## config.mk

```make
export PLATFORM = sky130hd
export DESIGN_NAME = mux2_rr_arb
export DESIGN_NICKNAME = d
export VERILOG_FILES = /design/src/rtl/mux2_rr_arb.sv
export SDC_FILE = /design/constraint.sdc
export NUM_CORES = 1
export LEC_CHECK = 0
export CAP_MARGIN = 20
export CORE_MARGIN = 1.5
export CORE_UTILIZATION = 44
export DETAILED_ROUTE_END_ITERATION = 12
export PLACE_DENSITY = 0.84
export SYNTH_ARGS = -nofsm -noshare
export SYNTH_HDL_FRONTEND = slang
export SYNTH_SLANG_ARGS = --single-unit
```

## constraint.sdc

```tcl
create_clock -name clk_i -period 2.1 [get_ports clk_i]
set_clock_uncertainty 0.2 [all_clocks]
set_input_delay 0.42 -clock clk_i [delete_from_list [all_inputs] [get_ports clk_i]]
set_output_delay 0.42 -clock clk_i [all_outputs]
set_load 0.02 [all_outputs]
```

## src/rtl/mux2_rr_arb.sv

```systemverilog
// -----------------------------------------------------------------------------
// mux2_rr_arb
//
// Two-channel round-robin arbiter with an output register stage. Channels A
// and B present valid/ready words. One word per beat is chosen and registered
// together with its source select (0 = A, 1 = B). The select uses the same
// encoding as the downstream 2:1 mux sel input, so it can drive that input
// directly. A channel may hold the grant for up to BURST consecutive beats
// while the other channel is waiting.
//
// Parameters
//   WIDTH      data width of each channel and of the output
//   BURST      max consecutive grants to one channel under contention (1..15)
//
// Ports
//   clk_i        rising-edge clock
//   rst_ni       asynchronous active-low reset
//   a_valid_i    channel A word available
//   a_data_i     channel A word
//   a_ready_o    channel A word is taken this cycle
//   b_valid_i    channel B word available
//   b_data_i     channel B word
//   b_ready_o    channel B word is taken this cycle
//   out_valid_o  output register holds a word
//   out_data_o   registered winning word
//   out_sel_o    registered source of out_data_o (0 = A, 1 = B)
//   out_ready_i  downstream accepts the output word
// -----------------------------------------------------------------------------
module mux2_rr_arb #(
  parameter int WIDTH = 4,
  parameter int BURST = 2
) (
  input  logic             clk_i,
  input  logic             rst_ni,
  input  logic             a_valid_i,
  input  logic [WIDTH-1:0] a_data_i,
  output logic             a_ready_o,
  input  logic             b_valid_i,
  input  logic [WIDTH-1:0] b_data_i,
  output logic             b_ready_o,
  output logic             out_valid_o,
  output logic [WIDTH-1:0] out_data_o,
  output logic             out_sel_o,
  input  logic             out_ready_i
);

  localparam logic [3:0] BURST_MAX = 4'(BURST - 1);
  localparam logic       SEL_A     = 1'b0;
  localparam logic       SEL_B     = 1'b1;

  // Output register and arbitration state
  logic             out_valid_q, out_valid_d;
  logic [WIDTH-1:0] out_data_q,  out_data_d;
  logic             out_sel_q,   out_sel_d;
  logic             owner_q,     owner_d;
  logic [3:0]       burst_cnt_q, burst_cnt_d;
  // Set once any word has been granted. Out of reset there is no live run,
  // so contention rotates away from the reset owner (B), letting A win first.
  logic             owner_vld_q, owner_vld_d;

  logic             load_s;
  logic             grant_vld_s;
  logic             grant_sel_s;
  logic [WIDTH-1:0] grant_data_s;
  logic             xfer_s;

  // Output register may accept a word when empty or being drained this cycle
  assign load_s = !out_valid_q || out_ready_i;
  assign xfer_s = load_s && grant_vld_s;

  // Grant decision: single requester wins; under contention hold the owner
  // while its run is shorter than BURST, otherwise rotate
  always_comb begin
    grant_vld_s = 1'b0;
    grant_sel_s = SEL_A;
    case ({a_valid_i, b_valid_i})
      2'b10: begin
        grant_vld_s = 1'b1;
        grant_sel_s = SEL_A;
      end
      2'b01: begin
        grant_vld_s = 1'b1;
        grant_sel_s = SEL_B;
      end
      2'b11: begin
        grant_vld_s = 1'b1;
        if (owner_vld_q && (burst_cnt_q < BURST_MAX)) begin
          grant_sel_s = owner_q;
        end else begin
          grant_sel_s = ~owner_q;
        end
      end
      default: begin
        grant_vld_s = 1'b0;
        grant_sel_s = SEL_A;
      end
    endcase
  end

  // Granted word selection
  always_comb begin
    if (grant_sel_s == SEL_B) begin
      grant_data_s = b_data_i;
    end else begin
      grant_data_s = a_data_i;
    end
  end

  // Readies: only the granted channel, only when the register can load.
  // Gated by rst_ni so no source sees a handshake while reset is asserted.
  always_comb begin
    if (rst_ni && xfer_s) begin
      a_ready_o = (grant_sel_s == SEL_A);
      b_ready_o = (grant_sel_s == SEL_B);
    end else begin
      a_ready_o = 1'b0;
      b_ready_o = 1'b0;
    end
  end

  // Next-state for output register and arbitration state
  always_comb begin
    out_valid_d = out_valid_q;
    out_data_d  = out_data_q;
    out_sel_d   = out_sel_q;
    owner_d     = owner_q;
    burst_cnt_d = burst_cnt_q;
    owner_vld_d = owner_vld_q;
    if (xfer_s) begin
      out_valid_d = 1'b1;
      out_data_d  = grant_data_s;
      out_sel_d   = grant_sel_s;
      owner_vld_d = 1'b1;
      if (owner_vld_q && (grant_sel_s == owner_q)) begin
        // Same channel again: extend the run, saturating at BURST-1
        if (burst_cnt_q < BURST_MAX) begin
          burst_cnt_d = burst_cnt_q + 4'd1;
        end else begin
          burst_cnt_d = BURST_MAX;
        end
      end else begin
        owner_d     = grant_sel_s;
        burst_cnt_d = 4'd0;
      end
    end else if (load_s) begin
      // Register drained (or empty) with nothing to load: go empty
      out_valid_d = 1'b0;
    end else begin
      // Backpressure: hold everything
      out_valid_d = out_valid_q;
    end
  end

  // State registers with asynchronous active-low reset
  always_ff @(posedge clk_i or negedge rst_ni) begin
    if (!rst_ni) begin
      out_valid_q <= 1'b0;
      out_data_q  <= '0;
      out_sel_q   <= 1'b0;
      owner_q     <= 1'b1;
      burst_cnt_q <= 4'd0;
      owner_vld_q <= 1'b0;
    end else begin
      out_valid_q <= out_valid_d;
      out_data_q  <= out_data_d;
      out_sel_q   <= out_sel_d;
      owner_q     <= owner_d;
      burst_cnt_q <= burst_cnt_d;
      owner_vld_q <= owner_vld_d;
    end
  end

  assign out_valid_o = out_valid_q;
  assign out_data_o  = out_data_q;
  assign out_sel_o   = out_sel_q;

endmodule

```

==> impl_metrics.tcl, run 1 <==
set metrics [dict create \
    grt_max_degree 14 \
    dp_hpwl_um 1430 \
    leakagePower_nw 0.5024 \
    yosys.area_share.simple_pct 20.37 \
    track_usage_pct 24.39 \
    rows 13 \
    status "finished with violations" \
    min_path_type "input port to async pin" \
    portBuffers 20 \
    die_w_um 42.19 \
    relSlewSlack_pct 69.26 \
    syn_inst 72 \
    synth-edff-count 0 \
    layout-drive-gt1-share_pct 36.13 \
    rsz0062_at_grt "true" \
    timing.fmax_mhz 425.1 \
    wl_um 1910 \
    antenna_found_initial 0 \
    hold_viol_final 0 \
    cap_violations 0 \
    synth-xor-area-share_pct 0 \
    worstPathCellList "inv_2, ha_4, and4bb_4, mux2i_4, nand2_2, nor2_2, buf_6" \
    numCtsBuffers 3 \
    synth_top_family_by_area "compound AO/OA/AOI/OAI gates" \
    synth_largest_type_area_fraction_pct 40.74 \
    crit_path_start_kind "flip-flop" \
    synth_ff_type "dfrtp_1" \
    worst-path-max-fanout 3 \
    initial_core_util_pct 49.45 \
    timing.final.ws_setup_ns -0.2525 \
    cts.clk_slew.worst_paths_ns 0.08 \
    worst_slew_pin_slew_ns 0.4553 \
    crit_family "simple AND/OR/NAND/NOR gates" \
    gp_congestion 0.7982 \
    cp.required_ns 1.48 \
    die_h_um 42.19 \
    synth.distinct_cells 26 \
    ys_warn_count 0 \
    postRouteAntennaNets 0 \
    synth_fa_ha_area_share_pct 3.704 \
    viasPerCell 5.381 \
    layoutNonFillerInstCount 134 \
    drc_errors 0 \
    postLayoutCellArea_mm2 0.001130 \
    failed_checks "negative setup slack" \
    synth_area_um2 675.6 \
    grt_pass1_vias 780 \
    overflow 0 \
    setup_viol 2 \
    vias 721 \
    synth_commonest_cells "11 x dfrtp_1, 10 x nand2_1, 9 x o21ai_0" \
    grt_pass1_wl_um 3284 \
    cpPeakStageDelay_ns 0.40 \
    maxSlewViolCount 0 \
    synth_compound_area_share_pct 21.67 \
    ys_seq_area_share_pct 44.63 \
    worst_setup_path_end_kind "primary output" \
    synthArstFlopShare_pct 100.0 \
    ys_ff_latch 12 \
    insertion_delay_ns 0.28 \
    synth_area_per_cell_um2 9.384 \
    synth_most_common_cell "dfrtp_1" \
    diodes 0 \
    max-vdd-ir-drop_v 0.0005552 \
    synthMuxAreaShare_pct 5.556 \
    placed_cells 123 \
    die-area_mm2 0.001780 \
    first_iter_violations 15 \
    critPathBufInv 2 \
    synthTopCellsByArea "dfrtp_1 41%, o21ai_0 6.7%, a31oi_1 5.6%, nand2_1 5.6%, dfstp_2 3.9%" \
    placed_area_mm2 0.001016 \
    crit_type "flip-flop to primary output" \
    p_total_mw 1.161 \
    power_density_mw_per_mm2 1027 \
    cts.sinks 12 \
    post_drt_wl_per_cell_um 14.25 \
    core_mm2 0.001366 \
    dr.pass1.iters 4 \
    cts_hold_buf 0 \
    fin_crit_ns 2.352 \
    ctsRootBufferMaster "clkbuf_4" \
    synth_nets 87 \
    synth_top_area_cell "dfrtp_1" \
    cp.arrival_ns 1.73 \
    htree_levels 1 \
    io_pins 21 \
    fin_nets 135 \
    cp_slowest_cell "dfrtp_1" \
    utilization_pct 82.69 \
    cts_tree "done" \
    clockBufferDepth 2 \
    area_delta_synth_final_pct 67.22 \
    min_period_over_period_pct 112.0 \
]
==> metal layers <==
layer	global-route usage, %	part of all wire [%]	vias up
met5	0	0	-
met1	26.36	40	335
met3	5.603	5.1	8
met4	11.88	3.0	0
li1	-	-	348
met2	44.00	52	30
==> cell families after synthesis <==
kind of cell / after synthesis
buffers and inverters: 5
adder cells (fa/ha/maj): 2
flip-flops: 12
multiplexers: 2
AND/OR/NAND/NOR: 26
AO/OA/AOI/OAI: 25
==> placed cells by master, fill, tap and decap left out, types with 2 or more instances in the layout <==
master	n
o21ai_0	9
a21oi_1	4
buf_6	3
clkdlybuf4s50_1	18
a31oi_1	6
nand2_1	9
buf_4	24
inv_2	2
dfrtp_1	11
nand2b_1	2
clkbuf_4	3
nor2_1	6
==> registers in the layout (all words and copies together), names as in the netlist <==
signal       cells
burst_cnt_q      4
out_data_o       4
out_valid_o      1
out_sel_o        1
owner_q          1
owner_vld_q      1
==> layout make-up <==
| class | count | area, µm² |
|---|---|---|
| Clock buffer | 4 | 36.28 |
| Fill cell | 102 | 236.5 |
| Inverter | 3 | 11.26 |
| Multi-Input combinational cell | 55 | 367.9 |
| Sequential cell | 12 | 301.5 |
| Tap cell | 15 | 18.77 |
| Timing Repair Buffer | 45 | 394.1 |
==> power by group <==
part	leakage, nW	switching, mW	internal (mW)	total [mW]
clock network	0.0210	0.0839	0.106	0.189
logic	0.341	0.269	0.385	0.654
registers	0.140	0.0344	0.283	0.317
==> final timing paths <==
path | start | endpoint | slack [ns] | cells past startpoint
hold reg to reg | out_sel_o | out_sel_o | 0.32 | 2
max in group asynchronous | rst_ni | owner_q | 1.15 | 2
setup reg to reg | burst_cnt_q[0] | out_data_o[3] | 0.10 | 9
setup / recovery | burst_cnt_q[0] | b_ready_o | -0.25 | 7
hold / removal | rst_ni | burst_cnt_q[0] | 0.31 | 2
min in group clk_i | out_sel_o | out_sel_o | 0.32 | 2
==> what timing repair did <==
action | 4_1_cts | 5_1_grt
pin swaps | 2 | 2
buffers inserted | 5 | 2
setup endpoints to repair | 2 | 3
gates resized for setup | 17 | 2
==> metrics by stage <==
step	setup slack, ns	TNS, ns	hold WS [ns]
after floorplan	0.01184	0	-0.07559
after global placement	-0.5772	-1.081	0.2653
after detailed placement	-0.6188	-1.156	0.3070
after CTS	-0.2776	-0.5463	0.2937
after global routing	-0.3327	-0.6486	0.3190
final	-0.2525	-0.4978	0.3059
No activity file was read; power rests on OpenSTA's default activity.
==> inputs of run 2 (changes only) <==
--- a/config.mk
+++ b/config.mk
@@ -8,6 +8,7 @@
 export CAP_MARGIN = 20
 export CORE_MARGIN = 1.5
 export CORE_UTILIZATION = 44
+export CTS_BUF_LIST = sky130_fd_sc_hd__clkbuf_4 sky130_fd_sc_hd__clkbuf_8 sky130_fd_sc_hd__clkbuf_16
 export DETAILED_ROUTE_END_ITERATION = 12
 export PLACE_DENSITY = 0.84
 export SYNTH_ARGS = -nofsm -noshare
==> results of run 2 <==
No change in the layout: final DEF, timing and power equal those of run 1.
==> inputs of run 3 (changes only) <==
--- a/config.mk
+++ b/config.mk
@@ -11,6 +11,7 @@
 export CTS_BUF_LIST = sky130_fd_sc_hd__clkbuf_4 sky130_fd_sc_hd__clkbuf_8 sky130_fd_sc_hd__clkbuf_16
 export DETAILED_ROUTE_END_ITERATION = 12
 export PLACE_DENSITY = 0.84
+export REMOVE_ABC_BUFFERS = 1
 export SYNTH_ARGS = -nofsm -noshare
 export SYNTH_HDL_FRONTEND = slang
 export SYNTH_SLANG_ARGS = --single-unit
==> constraint.sdc (replaced) <==
create_clock -name clk_i -period 2.1 [get_ports clk_i]
set_clock_uncertainty 0.2 [all_clocks]
set_input_delay 0.315 -clock clk_i [delete_from_list [all_inputs] [get_ports clk_i]]
set_output_delay 0.315 -clock clk_i [all_outputs]
set_load 0.02 [all_outputs]
==> run 3 against run 2 <==
The run still ends with negative setup slack left. Global-route usage decreased by 1.3 points. Sequential power decreased by 2%. Non-clock buffer count decreased by 3. Largest cell class is now multi-input combinational cells. Final area decreased by 2.3%. Combinational power decreased by 6.7%. Maximum frequency increased by 3.3%.
==> impl_metrics.tcl, run 3 (synthesis gave the netlist of run 1 again) <==
set metrics [dict create \
    status "finished with violations" \
    failed_checks "negative setup slack" \
    die-area_mm2 0.001780 \
    track_usage_pct 23.05 \
    io_pins 21 \
    rows 13 \
    layout_commonest_cell "buf_4" \
    worst_slew_pin_slew_ns 0.4228 \
    crit_type "flip-flop to primary output" \
    fin_crit_ns 2.277 \
    min_period_over_period_pct 108.4 \
    placed_cells 123 \
    drc_errors 0 \
    cp_slowest_cell "dfrtp_1" \
    worst-path-max-fanout 2 \
    maxSlewViolCount 0 \
    timing.final.ws_setup_ns -0.1770 \
    insertion_delay_ns 0.28 \
    post_drt_wl_per_cell_um 14.93 \
    portBuffers 20 \
    area_delta_synth_final_pct 63.33 \
    postLayoutCellArea_mm2 0.001104 \
    r2r-end "out_data_o[1]" \
    overflow 0 \
    cts_tree "done" \
    antenna_found_initial 0 \
    relSlewSlack_pct 71.45 \
    initial_core_util_pct 49.45 \
    leakagePower_nw 0.4864 \
    worstSetupEndpoint "b_ready_o" \
    startpoint "burst_cnt_q[0]" \
    critPathBufInv 2 \
    crit_family "simple AND/OR/NAND/NOR gates" \
    worstSetupPathDepth 7 \
    viasPerCell 5.634 \
    htree_levels 1 \
    timing.fmax_mhz 439.2 \
    setup_viol 2 \
    core_mm2 0.001366 \
    worst_setup_path_end_kind "primary output" \
    grt_max_degree 13 \
    postRouteAntennaNets 0 \
    crit_path_start_kind "flip-flop" \
    numCtsBuffers 3 \
    cp.required_ns 1.58 \
    fin_nets 132 \
    die_h_um 42.19 \
    diodes 0 \
    layoutNonFillerInstCount 131 \
    cts.sinks 12 \
    ctsRootBufferMaster "clkbuf_4" \
    die_w_um 42.19 \
    rrSetupSlack_ns 0.19 \
    wl_um 1956 \
    cp.arrival_ns 1.76 \
    placed_area_mm2 0.001013 \
    grt_pass1_wl_um 3091 \
    layout-drive-gt1-share_pct 34.48 \
    max-vdd-ir-drop_v 0.0006972 \
    rsz0062_at_grt "true" \
    dp_hpwl_um 1414 \
    pre_cts_ws_ns -0.4168 \
    cts_hold_buf 0 \
    vias 738 \
    gp_congestion 0.7783 \
    min_path_type "input port to async pin" \
    hold_viol_final 0 \
    reg2reg_depth 8 \
    dr.pass1.iters 4 \
    rr_startpoint "burst_cnt_q[0]" \
    clockBufferDepth 2 \
    worstPathCellList "inv_2, ha_4, and4bb_4, mux2i_4, nand2_2, nor2_2, buf_6" \
    cpPeakStageDelay_ns 0.39 \
    cap_violations 0 \
    final_cell_mix "22 x buf_4, 18 x clkdlybuf4s50_1, 11 x dfrtp_1, 9 x nand2_1, 9 x o21ai_0" \
    grt_pass1_vias 748 \
    cts.clk_slew.worst_paths_ns 0.08 \
    first_iter_violations 22 \
    power_density_mw_per_mm2 1003 \
]
-- run 3: changes by cell type in the layout (fill, tap and decap cells not counted), sizes merged --
| cell | delta |
|---|---|
| buf | -3 |
-- run 3: through the flow --
stage	hold WS (ns)	util [%]	setup TNS (ns)	power, mW
2_1_floorplan	-0.1806	-	0	0.5827
3_3_place_gp	0.2720	74.18	-0.6219	0.8233
3_5_place_dp	0.3206	74.18	-0.8273	0.8380
4_1_cts	0.1936	79.03	-0.2317	1.078
5_1_grt	0.2327	80.77	-0.4516	1.168
6_report	0.1838	80.77	-0.3449	1.107
-- run 3: layout make-up --
type | instances | area (µm²)
multi-input cells | 55 | 367.9
inverters | 3 | 11.26
well taps | 15 | 18.77
flip-flops and latches | 12 | 301.5
repair buffers | 42 | 367.9
clock buffers | 4 | 36.28
fillers | 95 | 262.8
-- run 3: how the worst min path moves through the flow --
stage | end | slack [ns]
3_3_place_gp | out_sel_o | 0.27
4_1_cts | owner_vld_q | 0.19
5_1_grt | burst_cnt_q[3] | 0.23
3_5_place_dp | out_data_o[2] | 0.32
2_1_floorplan | burst_cnt_q[0] | -0.18
6_report | burst_cnt_q[3] | 0.18
-- run 3: routing by layer --
| metal | global-route usage, % | wire length [µm] | vias up |
|---|---|---|---|
| li1 | - | - | 344 |
| met1 | 25.54 | 784 | 344 |
| met2 | 40.31 | 1016 | 41 |
| met3 | 3.017 | 89 | 9 |
| met4 | 15.63 | 64 | 0 |
| met5 | 0 | 0 | - |
-- run 3: repair_timing --
action | in CTS | in global routing
resized for setup | 14 | 5
endpoints found under the setup margin | 2 | 2
pin swaps | 2 | 3
buffers inserted | 3 | 1
-- run 3: power by group --
group          total [mW]  switching [mW]  internal, mW  leakage (nW)
Clock               0.187          0.0812         0.106        0.0210
Sequential          0.310          0.0275         0.283         0.140
Combinational       0.610           0.266         0.345         0.325
